$ cat src/rtl/magic_streamer_pkg.sv
// rtl/magic_streamer_pkg.sv - shared encodings for the magic streamer sequencer
package magic_streamer_pkg;

  localparam logic [1:0] OP_STORE           = 2'd0;
  localparam logic [1:0] OP_LOAD            = 2'd1;
  localparam logic [1:0] OP_STORE_THEN_LOAD = 2'd2;
  localparam logic [1:0] OP_RESERVED        = 2'd3;

  localparam logic [1:0] STATUS_OK      = 2'd0;
  localparam logic [1:0] STATUS_EMPTY   = 2'd1;
  localparam logic [1:0] STATUS_TIMEOUT = 2'd2;
  localparam logic [1:0] STATUS_BAD_OP  = 2'd3;

  localparam int CORE_IDLE  = 0;
  localparam int CORE_STORE = 1;
  localparam int CORE_LOAD  = 2;

  typedef enum logic [3:0] {
    IDLE,
    ST_RST,
    ST_INIT,
    ST_WAIT,
    LD_RST,
    LD_INIT,
    LD_ARM,
    LD_WAIT,
    RESP
  } seq_state_t;

endpackage

$ cat src/rtl/ms_wait_timer.sv
// rtl/ms_wait_timer.sv - clear/enable wait counter with expiry flag (LIMIT 0 = never expires)
module ms_wait_timer #(
  parameter int               WIDTH = 24,
  parameter logic [WIDTH-1:0] LIMIT = '1
) (
  input  logic clk,
  input  logic reset,
  input  logic clr,
  input  logic en,
  output logic expired
);

  logic [WIDTH-1:0] cnt;

  // expired flags the LIMIT-th consecutive enabled cycle
  assign expired = (LIMIT != '0) && en && (cnt == (LIMIT - 1'b1));

  always_ff @(posedge clk or negedge reset) begin
    if (!reset) begin
      cnt <= '0;
    end else if (clr) begin
      cnt <= '0;
    end else if (en && !expired) begin
      cnt <= cnt + 1'b1;
    end
  end

endmodule

$ cat src/rtl/magic_streamer_sequencer.sv
// rtl/magic_streamer_sequencer.sv - command-driven store/replay sequencer for one streamer core
module magic_streamer_sequencer
  import magic_streamer_pkg::*;
#(
  parameter int                       STORAGE_IDX_WIDTH = 10,
  parameter int                       STATE_BIT_WIDTH   = 4,
  parameter int                       REPEAT_WIDTH      = 8,
  parameter int                       TIMEOUT_WIDTH     = 24,
  parameter logic [TIMEOUT_WIDTH-1:0] TIMEOUT_CYCLES    = 24'hFFFFFF
) (
  input  logic                         clk,
  input  logic                         reset,
  input  logic                         cmd_valid,
  output logic                         cmd_ready,
  input  logic [1:0]                   cmd_op,
  input  logic [REPEAT_WIDTH-1:0]      cmd_repeat,
  output logic                         resp_valid,
  input  logic                         resp_ready,
  output logic [1:0]                   resp_status,
  output logic [STORAGE_IDX_WIDTH:0]   resp_words,
  output logic                         busy,
  output logic                         core_store_reset,
  output logic                         core_store_init,
  output logic                         core_load_reset,
  output logic                         core_load_init,
  input  logic                         core_fin_store,
  input  logic [STATE_BIT_WIDTH-1:0]   core_state,
  input  logic [STORAGE_IDX_WIDTH:0]   core_store_words
);

  seq_state_t              state, state_next;
  logic [1:0]              op_q, op_next;
  logic [REPEAT_WIDTH-1:0] rep_cnt, rep_next;
  logic [1:0]              status_next;
  logic                    out_en;
  logic                    core_idle;
  logic                    in_wait;
  logic                    expired;

  assign core_idle  = (core_state == STATE_BIT_WIDTH'(CORE_IDLE));
  assign in_wait    = (state == ST_WAIT) || (state == LD_WAIT);
  // out_en keeps cmd_ready low while reset is held and until the first clock after release
  assign cmd_ready  = out_en && (state == IDLE) && core_idle;
  assign resp_valid = (state == RESP);
  assign busy       = (state != IDLE);

  ms_wait_timer #(
    .WIDTH(TIMEOUT_WIDTH),
    .LIMIT(TIMEOUT_CYCLES)
  ) u_wait_timer (
    .clk    (clk),
    .reset  (reset),
    .clr    (!in_wait),
    .en     (in_wait),
    .expired(expired)
  );

  always_comb begin
    state_next  = state;
    op_next     = op_q;
    rep_next    = rep_cnt;
    status_next = STATUS_OK;
    case (state)
      IDLE: begin
        if (cmd_valid && cmd_ready) begin
          op_next  = cmd_op;
          rep_next = (cmd_repeat == '0) ? REPEAT_WIDTH'(1) : cmd_repeat;
          case (cmd_op)
            OP_LOAD:     state_next = LD_RST;
            OP_RESERVED: begin
              state_next  = RESP;
              status_next = STATUS_BAD_OP;
            end
            default:     state_next = ST_RST;
          endcase
        end
      end
      ST_RST:  state_next = ST_INIT;
      ST_INIT: state_next = ST_WAIT;
      ST_WAIT: begin
        // completion is checked before expiry so it wins a same-cycle tie
        if (core_fin_store) begin
          state_next = (op_q == OP_STORE_THEN_LOAD) ? LD_RST : RESP;
        end else if (expired) begin
          state_next  = RESP;
          status_next = STATUS_TIMEOUT;
        end
      end
      LD_RST: begin
        // the load-reset pulse was suppressed on entry when the buffer was empty
        if (!core_load_reset) begin
          state_next  = RESP;
          status_next = STATUS_EMPTY;
        end else begin
          state_next = LD_INIT;
        end
      end
      LD_INIT: state_next = LD_ARM;
      LD_ARM:  state_next = LD_WAIT;
      LD_WAIT: begin
        if (core_idle) begin
          rep_next   = rep_cnt - 1'b1;
          state_next = (rep_cnt == REPEAT_WIDTH'(1)) ? RESP : LD_RST;
        end else if (expired) begin
          state_next  = RESP;
          status_next = STATUS_TIMEOUT;
        end
      end
      RESP: begin
        if (resp_ready) state_next = IDLE;
      end
      default: state_next = IDLE;
    endcase
  end

  always_ff @(posedge clk or negedge reset) begin
    if (!reset) begin
      state            <= IDLE;
      op_q             <= OP_STORE;
      rep_cnt          <= '0;
      out_en           <= 1'b0;
      resp_status      <= STATUS_OK;
      resp_words       <= '0;
      core_store_reset <= 1'b0;
      core_store_init  <= 1'b0;
      core_load_reset  <= 1'b0;
      core_load_init   <= 1'b0;
    end else begin
      state            <= state_next;
      op_q             <= op_next;
      rep_cnt          <= rep_next;
      out_en           <= 1'b1;
      core_store_reset <= (state_next == ST_RST);
      core_store_init  <= (state_next == ST_INIT);
      core_load_reset  <= (state_next == LD_RST) && (core_store_words != '0);
      core_load_init   <= (state_next == LD_INIT);
      if ((state_next == RESP) && (state != RESP)) begin
        resp_status <= status_next;
        resp_words  <= core_store_words;
      end
    end
  end

endmodule

$ cat config.mk
export PLATFORM = sky130hd
export DESIGN_NAME = magic_streamer_sequencer
export DESIGN_NICKNAME = d
export VERILOG_FILES = /design/src/rtl/magic_streamer_pkg.sv /design/src/rtl/ms_wait_timer.sv /design/src/rtl/magic_streamer_sequencer.sv
export SDC_FILE = /design/constraint.sdc
export NUM_CORES = 1
export LEC_CHECK = 0
export ABC_AREA = 1
export CAP_MARGIN = 20
export CELL_PAD_IN_SITES_DETAIL_PLACEMENT = 0
export CELL_PAD_IN_SITES_GLOBAL_PLACEMENT = 1
export CORE_MARGIN = 2
export CORE_UTILIZATION = 37
export CTS_BUF_LIST = sky130_fd_sc_hd__clkbuf_4
export DETAILED_ROUTE_END_ITERATION = 10
export GPL_TIMING_DRIVEN = 0
export HOLD_SLACK_MARGIN = 0.05
export PLACE_DENSITY_LB_ADDON = 0.1
export REMOVE_ABC_BUFFERS = 1
export SYNTH_ARGS = -nofsm -noshare
export SYNTH_HDL_FRONTEND = slang
export SYNTH_HIERARCHICAL = 1
export SYNTH_SLANG_ARGS = --single-unit
$ cat constraint.sdc
create_clock -name clk -period 2.43 [get_ports clk]
set_input_delay 0.486 -clock clk [delete_from_list [all_inputs] [get_ports clk]]
set_output_delay 0.486 -clock clk [all_outputs]
set_load 0.005 [all_outputs]
After elaboration in Yosys (flattened, before gate mapping) --
Cells that the tools add are included.
Operators by class: multiply operators 0, shift-type cells 0, reduce and logical (&&, ||, !) cells 17, bitwise gates (word level) 0, eq/ne operators 22, add/subtract/negate cells 2, div/mod/pow operators 0, multiplexer cells 23, order comparisons 0
Operators with widths (number):
- 24-bit 2-to-1 mux | 2
- 4-bit case mux with 9 select lines | 1
- 4-bit 2-to-1 mux | 8
- 24-bit by 1-bit adder with 24-bit output, second input constant | 1
- 24-bit equality test, second input constant | 1
- 4-bit by 3-bit equality test with 1-bit output, second input constant | 6
- 8-bit 2-to-1 mux | 3
- 8-bit case mux with 2 select lines | 1
- 4-bit by 2-bit equality test with 1-bit output, second input constant | 3
- 11-bit nonzero test | 1
- 2-bit 2-to-1 mux | 5
- 4-bit by 1-bit equality test with 1-bit output, second input constant | 2
- 4-bit equality test, second input constant | 2
- 8-bit by 1-bit equality test with 1-bit output, second input constant | 1
- 4-bit zero test | 2
- 8-bit zero test | 1
- 2-bit case mux with 4 select lines | 1
- 4-bit case mux with 2 select lines | 1
- 8-bit by 1-bit subtractor with 8-bit output, second input constant | 1
- 1-bit logical AND | 7
- 2-bit equality test, second input constant | 2
- 2-bit != test, second input constant | 2
- 4-bit != test, second input constant | 1
- 4-bit nonzero test | 1
- 8 further kinds | 8
Storage, ports and cells: memory bits (writable) 0, logic and storage cells 75, bits in registers 56, latch bits 0, output and inout bits 20, ROM bits 0, memories 0

Longest topological paths before layout --
Gate-level depths: netlist of the first run.
word-level depth 8, mapped depth 14, depth with buffers taken out 13

Cells and area by module --
Netlist of the first run, hierarchy kept.
Modules (own cells, without submodules):
- magic_streamer_sequencer | area each 1762.9 um^2, cells an instance 232, times used 1
- ms_wait_timer | area each 1680.4 um^2, cells an instance 252, times used 1

Worst setup path before layout of the first run --
Ideal clock, no wire load.
path kind reg-to-reg, from reg state[1], to reg resp_words[1], cell stages (with the launch flop) 15, path buffers 1, setup time 0.117 ns, data arrival time 2.349 ns, clock period less this slack 2.466 ns, path slack -0.036 ns, cell sequence dfrtp_1 nand2_2 nor2_1 inv_1 nor4_1 inv_1 nand3_1 nand3_1 nand3_1 nor2_1 nand2_2 nand2_1 buf_4 nand2_1 nand2_1
On the way: longest elaborated chain between the ends 8, elaborated cells on any way between the ends 23, those cells by class eq/ne (10); mux (6); reduce/logical (7)
Ends and longest elaborated chain:
- start, declared | RTL line magic_streamer_sequencer.sv:31 | seq_state_t state, state_next;
- start signal, assigned | RTL line magic_streamer_sequencer.sv:129 | state <= state_next;
- 4-bit by 2-bit equality test with 1-bit output / 4-bit by 3-bit equality test with 1-bit output (equally long branches) | RTL line magic_streamer_sequencer.sv:41 | assign in_wait = (state == ST_WAIT) || (state == LD_WAIT);
- 1-bit logical OR * | RTL line magic_streamer_sequencer.sv:41
- via in_wait | RTL line magic_streamer_sequencer.sv:37 | logic in_wait;
- 1-bit logical AND * | RTL line ms_wait_timer.sv:16 | assign expired = (LIMIT != '0) && en && (cnt == (LIMIT - 1'b1));
- via expired | RTL line magic_streamer_sequencer.sv:38 | logic expired;
- 4-bit 2-to-1 mux * | RTL line magic_streamer_sequencer.sv:84, magic_streamer_sequencer.sv:104
- 4-bit 2-to-1 mux (on tied branches) | RTL line magic_streamer_sequencer.sv:101, magic_streamer_sequencer.sv:82
- 4-bit case mux with 9 select lines * | RTL line magic_streamer_sequencer.sv:63 | case (state)
- 4-bit equality test * | RTL line magic_streamer_sequencer.sv:137 | if ((state_next == RESP) && (state != RESP)) begin
- 1-bit logical AND * | RTL line magic_streamer_sequencer.sv:137
- end signal, assigned | RTL line magic_streamer_sequencer.sv:139 | resp_words <= core_store_words;
- end, declared | RTL line magic_streamer_sequencer.sv:20 | output logic [STORAGE_IDX_WIDTH:0] resp_words,
Mark *: on every way through the listed nets, which the timed path passes. The rest lies on a longest branch. A chain may end at the register's enable or synchronous reset.

Final worst setup path of the first run --
from reg state[0], to reg u_wait_timer.cnt[13]
On the way: longest elaborated chain between the ends 6, elaborated cells on any way between the ends 8, those cells by class eq/ne (3); mux (1); reduce/logical (4)
Ends and longest elaborated chain:
- 4-bit by 2-bit equality test with 1-bit output / 4-bit by 3-bit equality test with 1-bit output (equally long branches) | RTL line magic_streamer_sequencer.sv:41
- 1-bit logical OR * | RTL line magic_streamer_sequencer.sv:41
- via in_wait | RTL line magic_streamer_sequencer.sv:37
- 1-bit logical AND | RTL line ms_wait_timer.sv:16
- 1-bit zero test | RTL line ms_wait_timer.sv:23 | end else if (en && !expired) begin
- 1-bit logical AND | RTL line ms_wait_timer.sv:23
- 2-bit != test (no source line)
- end signal, assigned | RTL line ms_wait_timer.sv:24 | cnt <= cnt + 1'b1;
- end, declared | RTL line ms_wait_timer.sv:13 | logic [WIDTH-1:0] cnt;
Marks and branches as above.

==> results.md, run 1 <==
* Status: finished, final reports clean
* Clk slew on worst S/H paths at 170 ps
* Die Wd at 100 um
* Post-synth ARST share at 100%
* PnR worst setup slack at 216 ps
* Final hold violations at 0
* Setup TNS Final at 0 ps
* Critical path launch point type: register
* CTS tree: built
* Vias per Instance at 4.90
* # diodes at 0
* Top Ports at 50
* Pin count of the biggest net entering global routing at 37
* Max clock buf depth at 2
* Placed Area at 0.00401 mm^2
* Die height at 100 um
* Fin crit share at 91.1%
* Util after Layout at 46.7%
* Setup Skew at 20.1 ps
* CTS sink cnt at 56
* Slew Viols, Final at 0
* Drt pass-1 iters at 5
* Hold-fix buffers, CTS at 0
* Synth area leader: dfrtp_1
* Commonest non-fill, non-tap cell in the layout: nand2_1
* Mean Syn Cell Area at 7.11 um^2
* Number of synthesized flops with an enable pin at 0
* CP max FO at 20
* Pleak at 2.04 nW
* Initial antenna violation count at 0
* Gr usage total at 17.4%
* Crit-path slowest cell: dfrtp_2
* Peak Freq at 452 MHz
* Syn-to-layout area delta at 24.0%
* Crit-path cells: buf_4 > nand2_2 > nor2_4 > inv_1 > clkinvlp_4 > nand2_4 > clkinv_2 > nand2_1 > nand2_1
* Vias at 3207
* Placer's final routability congestion estimate at 0.831
* Worst Reg-to-Reg Cells at 9
* First-pass GRT wire length at 14.1 mm
* Min Hold Slack at 55.8 ps
* Type of the tightest min-delay check: in -> async
* Clock Latency Late Sink at 380 ps
* # port buffers at 49
* Layout Cells excl Fill at 654
* Yosys reg bits at 56
* Crit. End Element: register
* Post-Syn Instances at 484
* Dpl cells at 634
* HPWL after detailed placement at 6.15 mm
* Post-Syn Area at 0.00344 mm^2
* Gr ovfl total at 0
* Area contributors post-synth: dfrtp_1, nand2_1, nor2_1
* DRC violations left at 0
* CP max stage delay at 470 ps
* Most frequent cells in the layout: nand2_1, nor2_1, dfrtp_1
* Unique masters post-synth at 37
* Initial DRC count at 200
* Reg-to-reg endpoint: u_wait_timer/cnt[13]
* Peak supply drop at 0.561 mV
* Max Cap Violations at 0
* Setup-failing EPs final at 0
* Nets at 576
* Most used cell, CP: nand2_1
* Vias in the first global route at 2939
* Pwr dens at 809 mW/mm^2
* Critical path required time at 2700 ps
* Clk root buf: clkbuf_4
* DR WL/cell at 12.9 um
* RSZ-0062 raised after global routing: yes
* Layout cell share with drive strength beyond 1 at 9.39%
* Post-synth top area share at 40.7%
* Starting density of the core at 37.6%
* Total power at 3.45 mW
* Rows at 35
* Worst r2r src: state[0]
* Core box area at 0.00915 mm^2
* Worst reg-to-reg setup slack at 220 ps
* Max-slew headroom at 35.1%
* CP Class: reg -> reg
* Most common flop cell mapped by yosys: dfrtp_1
* Seq/Total Area, Yosys at 40.7%
* CTS H-tree lvls at 2
* Routed Antenna Nets at 0
* Worst-Margin Slew at 973 ps
* CTS Buf Count at 5
* Final wirelength at 8.45 mm
* Crit path time final at 2210 ps
* YS warnings at 6
* Finished Cell Area at 0.00427 mm^2
* Die ar. at 0.0101 mm^2
* CP Data Arrival Time at 2490 ps
* Post-placement setup slack at -901 ps
cell type report:
| class | instances | area (um^2) |
|---|---|---|
| well taps | 111 | 139 |
| multi-input cells | 369 | 1850 |
| flip-flops and latches | 56 | 1400 |
| inverters | 48 | 185 |
| fillers | 927 | 4880 |
| clock buffers | 6 | 45.0 |
| repair buffers | 62 | 613 |
| clock inverters | 2 | 38.8 |
synthesized netlist by cell type (4+ instances only):
cell type  instances
nand2_1          166
nor2_1            65
dfrtp_1           56
inv_1             47
nand3_1           47
nand4_1           13
o21ai_0           12
xor2_1            12
nand2_2            5
a21oi_1            4
ha_1               4
nor2_4             4
nor3_1             4
xnor2_1            4
state kept, by name, indices dropped and copies added, names as in the netlist:
| name | count |
|---|---|
| u_wait_timer/cnt | 24 |
| rep_cnt | 8 |
| out_en | 1 |
| op_q | 2 |
| core_load_reset | 1 |
| core_load_init | 1 |
| core_store_reset | 1 |
| resp_words | 11 |
| core_store_init | 1 |
| state | 4 |
| resp_status | 2 |
layer usage:
layer  global-route usage (%)  wire length (um)
met1                     26.0              4270
met2                     26.4              3740
met3                     3.61               387
met4                     3.06                56
met5                        0                 0
worst max-delay path, delay by kind of cell (launching register included):
family,cells,cell delay (ps)
DFF,1,470
buffers and inverters,4,1020
and+or+nand+nor,5,620
power by group:
part,internal [mW],switching [mW]
registers,1.16,0.182
logic,0.673,0.897
clock network,0.233,0.308
logic make-up (layout without fill, tap and decap cells):
| family | Yosys count | in the layout | synth area share [%] |
|---|---|---|---|
| simple gates | 321 | 321 | 41.2 |
| buf+inv | 59 | 118 | 7.45 |
| flops | 56 | 56 | 40.7 |
| compound gates | 27 | 27 | 4.98 |
| xor+xnor | 16 | 16 | 4.07 |
| fa+ha+maj | 4 | 4 | 1.45 |
| other cells | 1 | 1 | 0.109 |
worst max-delay path by stage:
stage          startpoint                    to
2_1_floorplan    state[1]        resp_status[0]
3_3_place_gp        reset         resp_words[8]
3_5_place_dp     state[1]         resp_words[4]
4_1_cts          state[3]             cmd_ready
5_1_grt          state[3]            rep_cnt[7]
6_report         state[0]  u_wait_timer/cnt[13]
timing repair:
action | in CTS | in global routing
buffers inserted | 1 | 11
gates resized for setup | 9 | 8
pin swaps | 1 | 4
setup endpoints to repair | 41 | 36
Note: power is estimated with default switching activity, not from simulation.
==> inputs of run 2 (changes only) <==
--- a/config.mk
+++ b/config.mk
@@ -10,8 +10,9 @@
 export CELL_PAD_IN_SITES_DETAIL_PLACEMENT = 0
 export CELL_PAD_IN_SITES_GLOBAL_PLACEMENT = 1
 export CORE_MARGIN = 2
-export CORE_UTILIZATION = 37
+export CORE_UTILIZATION = 44
 export CTS_BUF_LIST = sky130_fd_sc_hd__clkbuf_4
+export CTS_CLUSTER_DIAMETER = 60
 export DETAILED_ROUTE_END_ITERATION = 10
 export GPL_TIMING_DRIVEN = 0
 export HOLD_SLACK_MARGIN = 0.05
==> constraint.sdc (replaced) <==
create_clock -name clk -period 2.9 [get_ports clk]
set_input_delay 0.58 -clock clk [delete_from_list [all_inputs] [get_ports clk]]
set_output_delay 0.58 -clock clk [all_outputs]
set_load 0.005 [all_outputs]
==> run 2 against run 1 <==
Clock-buffer cell count unchanged. Routed wire length shrank 5.0%. Worst setup slack improved by 100 ps. Critical endpoint is now cmd_ready.
==> results.md, run 2 (synthesis results as in run 1) <==
* Top reg by flops: u_wait_timer/cnt
* Initial antenna violation count at 0 (unchanged)
* Max Cap Violations at 0 (unchanged)
* Total power at 2.61 mW (-24%)
* Core box area at 0.00765 mm^2 (-16%)
* Syn-to-layout area delta at 18.4%
* Crit path time final at 2580 ps
* CTS H-tree lvls at 2 (unchanged)
* Gr ovfl total at 0 (unchanged)
* Final wirelength at 8.03 mm (-5.0%)
* Final hold violations at 0 (unchanged)
* Max clock buf depth at 2 (unchanged)
* Dpl cells at 625 (-1.4%)
* Crit-path slowest cell: clkdlybuf4s50_1
* Die height at 92.5 um (-8.0%)
* CTS sink cnt at 56 (unchanged)
* CTS Buf Count at 5 (unchanged)
* Nets at 564 (-2.1%)
* CP Class: in -> out
* Rows at 32 (-8.6%)
* Die Wd at 92.5 um (-8.0%)
* Pleak at 1.93 nW (-5.5%)
* Starting density of the core at 45.0% (+7.4 points)
* CP Data Arrival Time at 2000 ps (-490 ps)
* Crit. End Element: output pin
* CP max FO at 6 (-70%)
* HPWL after detailed placement at 6.04 mm (-1.9%)
* Initial DRC count at 145 (-28%)
* Vias at 3182 (-0.78%)
* Fin crit share at 89.1%
* Layout Cells excl Fill at 632 (-3.4%)
* Drt pass-1 iters at 5 (unchanged)
* Top Ports at 50 (unchanged)
* Largest regs: u_wait_timer/cnt (24), resp_words (11), rep_cnt (8)
* Status: finished, final reports clean
* Clk root buf: clkbuf_4
* Type of the tightest min-delay check: in -> async
* Slew Viols, Final at 0 (unchanged)
* Die ar. at 0.00855 mm^2 (-15%)
* Max-slew headroom at 33.4% (-1.8 points)
* Worst Reg-to-Reg Cells at 13 (+4)
* Most frequent cells in the layout: nand2_1, nor2_1, dfrtp_1
* Routed Antenna Nets at 0 (unchanged)
* Gr usage total at 19.9% (+2.5 points)
* Clk slew on worst S/H paths at 150 ps (-20 ps)
* Post-CTS Repair Setup Buffers at 0 (-1)
* DRC violations left at 0 (unchanged)
* Peak supply drop at 0.394 mV (-30%)
* Most used cell, CP: clkdlybuf4s50_1
* CTS tree: built
* Hold-fix buffers, CTS at 0 (unchanged)
* Vias in the first global route at 2899 (-1.4%)
* Commonest non-fill, non-tap cell in the layout: nand2_1
* Pwr dens at 640 mW/mm^2 (-21%)
* Crit-path cells: clkdlybuf4s50_1 > nor2_1 > nand2_1 > nor3_4 > clkdlybuf4s50_1
* DR WL/cell at 12.7 um (-1.7%)
* # port buffers at 49 (unchanged)
* Worst r2r src: state[1]
* Pin count of the biggest net entering global routing at 39 (+5.4%)
* Critical path launch point type: primary input
* Worst-Margin Slew at 999 ps (+26.4 ps)
* Vias per Instance at 5.03 (+2.7%)
* Util after Layout at 53.3% (+6.6 points)
* # diodes at 0 (unchanged)
* First-pass GRT wire length at 13.8 mm (-2.4%)
* Layout cell share with drive strength beyond 1 at 6.04% (-3.4 points)
* Setup Skew at 11.1 ps (-8.97 ps)
* Setup-failing EPs final at 0 (unchanged)
* Max reg flops at 24 (unchanged)
* Crit. Startpoint: core_state[3]
* Critical path required time at 2320 ps (-380 ps)
* Clock Latency Late Sink at 380 ps (about the same)
* RSZ-0062 raised after global routing: no
* Peak Freq at 387 MHz
* Placer's final routability congestion estimate at 0.871 (+4.8%)
* CP max stage delay at 530 ps (+60 ps)
run 2: cell types whose count changed in the layout (fill, tap and decap cells not counted), sizes merged:
cell / delta
clkdlybuf4s50: +2
dlymetal6s2s: -2
bufinv: -1
clkinv: +1
buf: -12
clkinvlp: -1
run 2: worst paths after layout:
kind / end / slack, ps
max: cmd_ready / 320
min: u_wait_timer/cnt[22] / 130
max reg2reg: resp_words[6] / 390
min reg2reg: resp_words[5] / 490
max in group asynchronous: u_wait_timer/cnt[0] / 2210
min in group clk: resp_words[5] / 490
run 2: report_power, final:
part	total (mW)	leakage [nW]	switching, mW	internal [mW]
registers	1.11	0.734	0.144	0.971
logic	1.16	1.16	0.692	0.464
clock network	0.339	0.0315	0.240	0.0996
total	2.61	1.93	1.08	1.54
run 2: what timing repair did:
action,in CTS,in global routing
gates resized for setup,3,2
endpoints found under the setup margin,13,13
gates cloned,0,0
run 2: final cells by class:
type | instances | area (um^2)
clock buffers | 6 | 45.0
clock inverters | 1 | 5.00
well taps | 102 | 128
repair buffers | 50 | 505
flip-flops and latches | 56 | 1400
multi-input cells | 369 | 1810
fillers | 789 | 3570
inverters | 48 | 181
run 2: metrics by stage:
step / hold WS (ps) / setup TNS (ps) / setup slack [ps] / instance area (um^2)
3_3_place_gp: 452 / -37380 / -576 / 3990
2_1_floorplan: 284 / 0 / 326 / 3370
6_report: 129 / 0 / 316 / 4080
3_5_place_dp: 458 / -5610 / -450 / 4000
5_1_grt: 142 / 0 / 99.1 / 4080
4_1_cts: 128 / 0 / 92.1 / 4070
run 2: critical path, delay by kind of cell:
family,cells,cell delay [ps]
buffers and inverters,2,930
and+or+nand+nor,3,490
run 2: layer usage:
metal / vias to the layer above / wire length, um / GRT usage, % / share of wire, %
met5: - / 0 / 0 / 0
met4: 0 / 53 / 3.73 / 0.66
met3: 4 / 571 / 5.94 / 7.1
met2: 83 / 3510 / 30.0 / 44
met1: 1471 / 3900 / 28.7 / 49
li1: 1624 / - / - / -
==> inputs of run 3 (changes only) <==
--- a/config.mk
+++ b/config.mk
@@ -16,8 +16,10 @@
 export DETAILED_ROUTE_END_ITERATION = 10
 export GPL_TIMING_DRIVEN = 0
 export HOLD_SLACK_MARGIN = 0.05
+export MAX_ROUTING_LAYER = met4
 export PLACE_DENSITY_LB_ADDON = 0.1
 export REMOVE_ABC_BUFFERS = 1
+export SETUP_SLACK_MARGIN = 0.15
 export SYNTH_ARGS = -nofsm -noshare
 export SYNTH_HDL_FRONTEND = slang
 export SYNTH_HIERARCHICAL = 1
==> run 3 against run 2 <==
Register-to-register slack improved by 50 ps. Combinational power about the same. Die area did not move. Worst setup slack hardly changed. Critical path depth unchanged. Cell count increased by 0.32%. Clock-buffer cell count is the same. Routed wire length fell by 0.25%. First-iteration DRC count grew 6.9%. Critical path type unchanged. Largest cell class unchanged. Highest routed layer unchanged.
==> results.md, run 3 (synthesis results as in run 1) <==
* Status: finished, final reports clean
* Pleak at 1.94 nW (+0.57%)
* CTS H-tree lvls at 2 (unchanged)
* Vias at 3185 (+0.094%)
* Layout cell share with drive strength beyond 1 at 6.39% (+0.35 points)
* Crit-path slowest cell: clkdlybuf4s50_1
* Routed Antenna Nets at 0 (unchanged)
* PnR worst setup slack at 316 ps (-0.470 ps)
* Commonest non-fill, non-tap cell in the layout: nand2_1
* Starting density of the core at 45.0% (unchanged)
* Nets at 566 (+0.35%)
* CTS tree: built
* First-pass GRT wire length at 13.8 mm (unchanged)
* Clock Latency Late Sink at 370 ps (about the same)
* Rows at 32 (unchanged)
* Total power at 2.61 mW (-0.11%)
* Critical path launch point type: primary input
* Setup TNS Final at 0 ps (unchanged)
* Top reg by flops: u_wait_timer/cnt
* Pwr dens at 637 mW/mm^2 (-0.47%)
* Post-placement setup slack at -450 ps (unchanged)
* Slew Viols, Final at 0 (unchanged)
* Core box area at 0.00765 mm^2 (unchanged)
* Clk root buf: clkbuf_4
* Vias in the first global route at 2899 (unchanged)
* CP Buf/Inv Count at 2 (unchanged)
* CTS sink cnt at 56 (unchanged)
* Final wirelength at 8.01 mm (-0.25%)
* Most frequent cells in the layout: nand2_1, nor2_1, dfrtp_1
* Top Ports at 50 (unchanged)
* Clk slew on worst S/H paths at 160 ps (about the same)
* Gr usage total at 20.5% (+0.54 points)
* Vias per Instance at 5.02 (-0.22%)
* Critical path required time at 2320 ps (about the same)
* Initial DRC count at 155 (+6.9%)
* Multi-input logic area at 0.00181 mm^2 (unchanged)
* Type of the tightest min-delay check: in -> async
* # port buffers at 49 (unchanged)
* Die Wd at 92.5 um (unchanged)
* Hold-fix buffers, CTS at 0 (unchanged)
* CP max stage delay at 530 ps (about the same)
* Max reg flops at 24 (unchanged)
* Drt pass-1 iters at 4 (-1)
* CP max FO at 6 (unchanged)
* Finished Cell Area at 0.00409 mm^2 (+0.37%)
* # diodes at 0 (unchanged)
* Crit. End Element: output pin
* RSZ-0062 raised after global routing: no
* Peak Freq at 387 MHz (about the same)
* DRC violations left at 0 (unchanged)
* Syn-to-layout area delta at 18.8%
* Die ar. at 0.00855 mm^2 (unchanged)
* Largest regs: u_wait_timer/cnt (24), resp_words (11), rep_cnt (8)
* CTS Buf Count at 5 (unchanged)
* CP Class: in -> out
* DR WL/cell at 12.6 um (-0.56%)
* Setup-failing EPs final at 0 (unchanged)
* CP Data Arrival Time at 2000 ps (about the same)
* Worst-Margin Slew at 1010 ps (+5.98 ps)
* Max-slew headroom at 33.0% (-0.40 points)
* CP top delay family: buffers and inverters
* Pin count of the biggest net entering global routing at 39 (unchanged)
* Setup Skew at 10.1 ps (-1.08 ps)
* Register Area at 0.00140 mm^2 (unchanged)
* Max Cap Violations at 0 (unchanged)
* Crit-path cells: clkdlybuf4s50_1 > nor2_1 > nand2_1 > nor3_4 > clkdlybuf4s50_1
* Fill cells at 787 (-0.25%)
* Fin crit share at 89.1% (about the same)
* Most used cell, CP: clkdlybuf4s50_1
* Die height at 92.5 um (unchanged)
* Initial antenna violation count at 0 (unchanged)
* Max clock buf depth at 2 (unchanged)
* Peak supply drop at 0.394 mV (+0.15%)
* Final hold violations at 0 (unchanged)
* Placed Area at 0.00400 mm^2 (unchanged)
* Gr ovfl total at 0 (unchanged)
* HPWL after detailed placement at 6.04 mm (unchanged)
* Crit path time final at 2580 ps (+0.470 ps)
* Placer's final routability congestion estimate at 0.885 (+1.6%)
[run 3: changes by cell type in the layout (fill, tap and decap cells not counted)]
| cell | before | now |
|---|---|---|
| buf_4 | 0 | 2 |
[run 3: cell type report]
type	count	area share, %
Timing Repair Buffer	52	12.7
Inverter	48	4.43
Clock inverter	1	0.122
Clock buffer	6	1.10
Sequential cell	56	34.3
Multi-Input combinational cell	369	44.3
Tap cell	102	3.12
[run 3: power breakdown]
group	internal, mW	total [mW]	switching, mW
Sequential	0.971	1.12	0.144
Combinational	0.464	1.16	0.692
Clock	0.0996	0.336	0.236
[run 3: worst reg2reg max path: stages, from the launching register on]
cell	delay (ps)
dfrtp_1	470
nand2_1	130
nor2_4	190
nand4_1	190
nor4_4	380
inv_1	130
nand3_1	100
nand3_1	80
nand3_1	80
nor2_1	50
nand2_2	180
nand2_2	220
nand2_1	120
nand2_1	50
[run 3: routing by layer]
layer | share of wire (%) | track usage, % | up-vias
met2 | 43 | 30.0 | 72
met5 | 0 | - | -
li1 | - | - | 1629
met1 | 50 | 28.9 | 1479
met4 | 0.82 | 3.73 | 0
met3 | 6.1 | 5.45 | 5
[run 3: what timing repair did]
| action | 4_1_cts | 5_1_grt |
|---|---|---|
| resized for setup | 4 | 1 |
| setup buffers | 0 | 2 |
| setup endpoints to repair | 15 | 13 |
| pin swaps | 0 | 1 |
[run 3: stage by stage]
stage	std cells	hold WS (ps)	utilization [%]
2_1_floorplan	473	284	-
3_3_place_gp	624	452	52.1
3_5_place_dp	625	458	52.3
4_1_cts	632	128	53.2
5_1_grt	634	139	53.5
6_report	634	127	53.5
[run 3: final timing paths]
path | start | endpoint | slack (ps) | cells after the start
worst max-delay path | core_state[3] | cmd_ready | 320 | 5
worst min-delay path | reset | u_wait_timer/cnt[22] | 130 | 1
worst max register to register | u_wait_timer/cnt[5] | resp_words[6] | 440 | 13
worst min register to register | resp_words[5] | resp_words[5] | 490 | 2
max in group asynchronous | reset | u_wait_timer/cnt[0] | 2210 | 2
min in group clk | resp_words[5] | resp_words[5] | 490 | 2
